$ cat src/rtl/puf_collector_pkg.sv
// Shared types and constants for the ring-oscillator PUF response collector.
package puf_collector_pkg;

  localparam int unsigned DefaultNBits         = 16;
  localparam int unsigned DefaultTimeoutCycles = 131072;
  localparam int unsigned WdWidth              = $clog2(DefaultTimeoutCycles + 1);
  localparam int unsigned ChalW                = 3;

  typedef enum logic [2:0] {
    StIdle,
    StSetup,
    StArm,
    StRelease,
    StFinish,
    StError
  } state_e;

  // Challenge for measurement idx: the group base offset by idx, wrapping modulo 2**ChalW.
  function automatic logic [ChalW-1:0] chal_at(input logic [ChalW-1:0] base,
                                               input logic [ChalW-1:0] idx);
    return base + idx;
  endfunction

endpackage

$ cat src/rtl/puf_watchdog.sv
// Per-state cycle watchdog: reloads on state entry, counts while enabled.
module puf_watchdog
  import puf_collector_pkg::*;
#(
  parameter int unsigned TIMEOUT_CYCLES = DefaultTimeoutCycles,
  parameter int unsigned CntW           = $clog2(TIMEOUT_CYCLES + 1)
) (
  input  logic clk_i,
  input  logic rst_ni,
  input  logic reload_i,
  input  logic count_en_i,
  output logic expired_o
);

  logic [CntW-1:0] cnt_q, cnt_d;

  // High on the edge at which the count reaches TIMEOUT_CYCLES.
  assign expired_o = count_en_i && (cnt_q == CntW'(TIMEOUT_CYCLES - 1));

  always_comb begin
    cnt_d = cnt_q;
    if (reload_i) begin
      cnt_d = '0;
    end else if (count_en_i && !expired_o) begin
      cnt_d = cnt_q + CntW'(1);
    end
  end

  always_ff @(posedge clk_i or negedge rst_ni) begin
    if (!rst_ni) begin
      cnt_q <= '0;
    end else begin
      cnt_q <= cnt_d;
    end
  end

endmodule

$ cat src/rtl/puf_response_collector.sv
// Sequences N_BITS ring-oscillator PUF comparisons over a seed-derived challenge
// schedule and assembles them into one response word.
module puf_response_collector
  import puf_collector_pkg::*;
#(
  parameter int unsigned N_BITS         = DefaultNBits,
  parameter int unsigned TIMEOUT_CYCLES = DefaultTimeoutCycles
) (
  input  logic              clk_i,
  input  logic              rst_ni,
  input  logic              start_i,
  input  logic [5:0]        seed_i,
  output logic              puf_en_o,
  output logic [ChalW-1:0]  challenge_0_o,
  output logic [ChalW-1:0]  challenge_1_o,
  input  logic              puf_response_i,
  input  logic              puf_done_i,
  input  logic              puf_busy_i,
  output logic [N_BITS-1:0] response_o,
  output logic              valid_o,
  output logic              busy_o,
  output logic              err_o
);

  localparam int unsigned IdxW = ($clog2(N_BITS) > ChalW) ? $clog2(N_BITS) : ChalW;
  localparam int unsigned WdW  = $clog2(TIMEOUT_CYCLES + 1);

  state_e            state_q, state_d;
  logic [5:0]        seed_q;
  logic [IdxW-1:0]   idx_q;
  logic [N_BITS-1:0] shadow_q;
  logic [N_BITS-1:0] response_q;
  logic [ChalW-1:0]  chal0_q, chal1_q;
  logic              puf_en_q, busy_q, valid_q, err_q;
  logic              fin_q, err_hit_q;
  logic              wd_en, wd_reload, wd_expired;
  logic              start_ok, seed_bad, last_bit;

  assign seed_bad  = (seed_i[2:0] == seed_i[5:3]);
  assign start_ok  = (state_q == StIdle) && start_i && !seed_bad;
  assign last_bit  = (idx_q == IdxW'(N_BITS - 1));
  assign wd_en     = (state_q == StArm) || (state_q == StRelease);
  assign wd_reload = (state_d != state_q);

  puf_watchdog #(
    .TIMEOUT_CYCLES(TIMEOUT_CYCLES),
    .CntW          (WdW)
  ) u_watchdog (
    .clk_i     (clk_i),
    .rst_ni    (rst_ni),
    .reload_i  (wd_reload),
    .count_en_i(wd_en),
    .expired_o (wd_expired)
  );

  always_comb begin
    state_d = state_q;
    unique case (state_q)
      StIdle: begin
        if (start_i) state_d = seed_bad ? StError : StSetup;
      end
      StSetup: state_d = StArm;
      StArm: begin
        if (wd_expired)      state_d = StError;
        else if (puf_done_i) state_d = StRelease;
      end
      StRelease: begin
        if (wd_expired)                      state_d = StError;
        else if (!puf_done_i && !puf_busy_i) state_d = last_bit ? StFinish : StSetup;
      end
      StFinish: state_d = StIdle;
      StError:  state_d = StIdle;
      default:  state_d = StIdle;
    endcase
  end

  always_ff @(posedge clk_i or negedge rst_ni) begin
    if (!rst_ni) begin
      state_q    <= StIdle;
      seed_q     <= '0;
      idx_q      <= '0;
      shadow_q   <= '0;
      response_q <= '0;
      chal0_q    <= '0;
      chal1_q    <= '0;
      puf_en_q   <= 1'b0;
      busy_q     <= 1'b0;
      valid_q    <= 1'b0;
      err_q      <= 1'b0;
      fin_q      <= 1'b0;
      err_hit_q  <= 1'b0;
    end else begin
      state_q   <= state_d;
      // Outputs are registered decodes of the current state, one cycle behind it.
      puf_en_q  <= (state_q == StArm);
      busy_q    <= (state_q == StSetup) || (state_q == StArm) ||
                   (state_q == StRelease) || (state_q == StFinish);
      fin_q     <= (state_q == StFinish);
      err_hit_q <= (state_q == StError);

      if (fin_q) begin
        response_q <= shadow_q;
        valid_q    <= 1'b1;
      end
      if (err_hit_q) begin
        err_q   <= 1'b1;
        valid_q <= 1'b0;
      end
      // A newly accepted request overrides any status update landing on the same edge.
      if (start_ok) begin
        seed_q   <= seed_i;
        idx_q    <= '0;
        shadow_q <= '0;
        valid_q  <= 1'b0;
        err_q    <= 1'b0;
      end

      if (state_q == StSetup) begin
        chal0_q <= chal_at(seed_q[2:0], idx_q[ChalW-1:0]);
        chal1_q <= chal_at(seed_q[5:3], idx_q[ChalW-1:0]);
      end
      if ((state_q == StArm) && (state_d == StRelease)) begin
        shadow_q[idx_q] <= puf_response_i;
      end
      if ((state_q == StRelease) && (state_d == StSetup)) begin
        idx_q <= idx_q + IdxW'(1);
      end
    end
  end

  assign puf_en_o      = puf_en_q;
  assign challenge_0_o = chal0_q;
  assign challenge_1_o = chal1_q;
  assign response_o    = response_q;
  assign valid_o       = valid_q;
  assign busy_o        = busy_q;
  assign err_o         = err_q;

endmodule
$ cat config.mk
export PLATFORM = sky130hd
export DESIGN_NAME = puf_response_collector
export DESIGN_NICKNAME = d
export VERILOG_FILES = /design/src/rtl/puf_collector_pkg.sv /design/src/rtl/puf_watchdog.sv /design/src/rtl/puf_response_collector.sv
export SDC_FILE = /design/constraint.sdc
export NUM_CORES = 1
export LEC_CHECK = 0
export ABC_CLOCK_PERIOD_IN_PS = 2560
export BUFFER_PORTS_ARGS = -buffer_cell sky130_fd_sc_hd__buf_2
export CAP_MARGIN = 20
export CELL_PAD_IN_SITES_DETAIL_PLACEMENT = 1
export CELL_PAD_IN_SITES_GLOBAL_PLACEMENT = 2
export CORE_MARGIN = 3
export CORE_UTILIZATION = 38
export DETAILED_ROUTE_END_ITERATION = 7
export PLACE_DENSITY_LB_ADDON = 0.08
export SYNTH_ARGS = -nofsm -noshare
export SYNTH_HDL_FRONTEND = slang
export SYNTH_SLANG_ARGS = --single-unit
export TNS_END_PERCENT = 30
$ cat constraint.sdc
create_clock -name clk_i -period 2.56 [get_ports clk_i]
set_clock_uncertainty 0.05 [all_clocks]
set_input_delay 0.256 -clock clk_i [delete_from_list [all_inputs] [get_ports clk_i]]
set_output_delay 0.256 -clock clk_i [all_outputs]
set_load 0.05 [all_outputs]
==> reports/metrics.yaml <==
synth-seq-cells: 75
final_cell_area_um2: 4223
ys.flop_type: "dfrtp_1"
die_height_um: 103.8
p_leak_nw: 2.018
yosys_warnings: 0
hold_viol_final: 0
synth_seq_area_share_pct: 51.60
hold_end: "seed_q[2]$_DFFE_PN0P_"
diodes: 0
synth_most_common_cell: "dfrtp_1"
p_per_area_nw_per_um2: 900.9
rsz0062_at_grt: "false"
routedWlPerCell_um: 16.03
maxCapViolCount: 0
reg2reg_from: "u_watchdog.cnt_q[2]$_DFFE_PN0P_"
antenna_found_initial: 0
cp_max_fo: 15
tns_ns: 0
cts.sinks: 75
clk_pin_slew_worst_paths_ns: 0.08
coreArea_um2: 9284
reg2reg_depth: 5
instances_no_fill: 526
grt_max_degree: 44
floorplan.rows: 35
synthTopCellsByArea: "dfrtp_1 52%, nand2_1 5.3%, mux2_2 5.0%"
syn_nets: 373
critical_path_required_ns: 2.74
htree_levels: 3
avgSynthCellArea_um2: 10.33
initialDrtViolationCount: 82
synth_largest_area_cell: "dfrtp_1"
track_usage_pct: 16.96
cp_slowest_cell: "or4_1"
syn2layout_area_growth_pct: 16.10
clock_latency_ns: 0.34
r2r_slack_ns: 0.21
arrival_ns: 2.53
cts_inserted_buffers: 9
syn_inst: 352
layout.nets: 413
start_kind: "flop"
drtPass1Iterations: 4
status: "completed"
drcViolationCount: 0
synthTopCellsByCount: "75 x dfrtp_1, 51 x nand2_1, 23 x nand3_1, 20 x nor2_1, 17 x o21ai_0"
maxSlewViolCount: 0
setup_ws_ns: 0.2051
port_buffers: 37
tightest_slew_ns: 0.7028
reg2reg_to: "u_watchdog.cnt_q[9]$_DFFE_PN0P_"
vias: 2716
postCtsSetupBuffers: 0
cts_buffer_depth: 2
ios: 38
period_minus_slack_ns: 2.355
dieArea_um2: 10780
final_antenna_net_count: 0
critical_path.max_stage_delay_ns: 0.77
worstSetupEndpointType: "flop"
gr-total-overflow: 0
clock.fmax_ghz: 0.4246
dp_slack_ns: 0.2203
layout-drive-gt1-share_pct: 20.65
cts_tree: "yes"
setup_viol: 0
path_cells: "nand4_2 -> or4_1 -> o31ai_4 -> buf_4 -> nor2_1"
placed_area_um2: 3996
cts-root-buf: "clkbuf_8"
relSlewSlack_pct: 53.15
min_path_type: "primary input to flop"
dp_hpwl_mm: 5.927
drt-total-wl_mm: 8.433
grt_pass1_wl_mm: 14.96
ir_drop_v: 0.0003996
viasPerCell: 5.163
gp_congestion: 0.7666
dpl.cell_count: 509
worstHoldStart: "seed_i[2]"
period_share_pct: 91.99
async_reset_ff_share_pct: 100.0
die_w_um: 103.8
synth-edff-count: 0
crit_type: "flop to flop"
synth_top_area_share_pct: 51.60
syn-cell-area_um2: 3637
grt_pass1_vias: 2946
synth.distinct_cells: 46
min_path_cells: 3
initial_core_util_pct: 39.18
-- report_power, final --
| part | leakage, nW | switching (mW) | total, mW | internal [mW] |
|---|---|---|---|---|
| logic | 0.901 | 0.838 | 1.24 | 0.398 |
| registers | 1.01 | 0.171 | 1.55 | 1.38 |
| clock network | 0.103 | 0.468 | 1.02 | 0.551 |
| total | 2.02 | 1.48 | 3.80 | 2.33 |
-- kinds of logic after synthesis --
kind of cell / synth area share [%]
compound gates: 9.288
fa+ha+maj: 3.509
flops: 51.60
simple gates: 19.37
buf+inv: 3.062
xor+xnor: 4.093
mux: 9.081
-- layout make-up --
| class | instances | area, um2 |
|---|---|---|
| fill | 1068 | 5061 |
| clock buffer | 10 | 127.6 |
| timing repair buffer | 46 | 270.3 |
| tap | 129 | 161.4 |
| inverter | 11 | 41.29 |
| sequential | 75 | 1877 |
| clock inverter | 6 | 88.84 |
| multi-input combinational | 249 | 1657 |
-- metrics by stage --
step | total power, mW | hold slack [ns] | util [%]
2_1_floorplan | 2.433 | -0.08959 | -
3_3_place_gp | 2.810 | 0.1861 | 43.05
3_5_place_dp | 2.829 | 0.1873 | 43.05
4_1_cts | 3.862 | 0.06523 | 45.49
5_1_grt | 4.078 | 0.07940 | 45.49
6_report | 3.804 | 0.08184 | 45.49
-- worst max-delay path, delay by kind of cell (launching register included) --
kind | cells | cell delay (ns)
AO/OA/AOI/OAI | 1 | 0.40
buffers and inverters | 1 | 0.29
flip-flops | 1 | 0.45
AND/OR/NAND/NOR | 3 | 1.05
-- layer usage --
layer	wire length (um)	global-route usage (%)	vias to the layer above
met3	241	3.988	4
met1	4283	23.86	1367
met4	46	4.084	0
met5	0	0	-
li1	-	-	1308
met2	3862	26.60	37
-- timing repair --
item,CTS,global route
gates resized for setup,0,1
hold endpoints to repair,32,0
endpoints found under the setup margin,0,2
hold buffers,1,0
-- cells in the final DEF, fill, tap and decap left out, types with 2 or more instances in the layout --
cell type / n
mux2_2: 16
mux2i_1: 15
a21oi_1: 11
nor3b_1: 5
and2_1: 2
nor2_1: 20
nand2_1: 51
bufinv_16: 2
inv_1: 11
ha_1: 7
and3b_1: 3
fa_1: 2
buf_4: 8
nor4_1: 2
o211ai_1: 3
a211oi_1: 2
or3_1: 5
or4_1: 6
clkbuf_8: 9
xnor2_1: 11
dfrtp_1: 75
xor2_1: 6
clkinvlp_4: 2
and3_1: 2
nand4_1: 3
nand3_1: 23
o31ai_1: 5
nand2b_1: 3
buf_2: 36
nor3_1: 9
o21ai_0: 16
nor2b_1: 4
-- sequential cells by signal, indices dropped and copies added, names as in the netlist --
signal	cells
u_watchdog.cnt_q	18
response_o	16
shadow_q	16
seed_q	6
idx_q	4
challenge_0_o	3
challenge_1_o	3
state_q	3
busy_o	1
err_hit_q	1
err_o	1
fin_q	1
puf_en_o	1
valid_o	1
-- how the worst max path moves through the flow --
stage                                     from                               end  slack, ns  cells past startpoint
6_report       u_watchdog.cnt_q[2]$_DFFE_PN0P_   u_watchdog.cnt_q[9]$_DFFE_PN0P_       0.21                      5
5_1_grt        u_watchdog.cnt_q[9]$_DFFE_PN0P_   u_watchdog.cnt_q[9]$_DFFE_PN0P_       0.04                      5
4_1_cts        u_watchdog.cnt_q[2]$_DFFE_PN0P_   u_watchdog.cnt_q[9]$_DFFE_PN0P_       0.21                      5
3_5_place_dp   u_watchdog.cnt_q[2]$_DFFE_PN0P_   u_watchdog.cnt_q[3]$_DFFE_PN0P_       0.22                      5
3_3_place_gp   u_watchdog.cnt_q[2]$_DFFE_PN0P_   u_watchdog.cnt_q[1]$_DFFE_PN0P_       0.26                      5
2_1_floorplan  u_watchdog.cnt_q[2]$_DFFE_PN0P_  u_watchdog.cnt_q[13]$_DFFE_PN0P_       0.50                      6
Power figures use the tool's default switching activity.
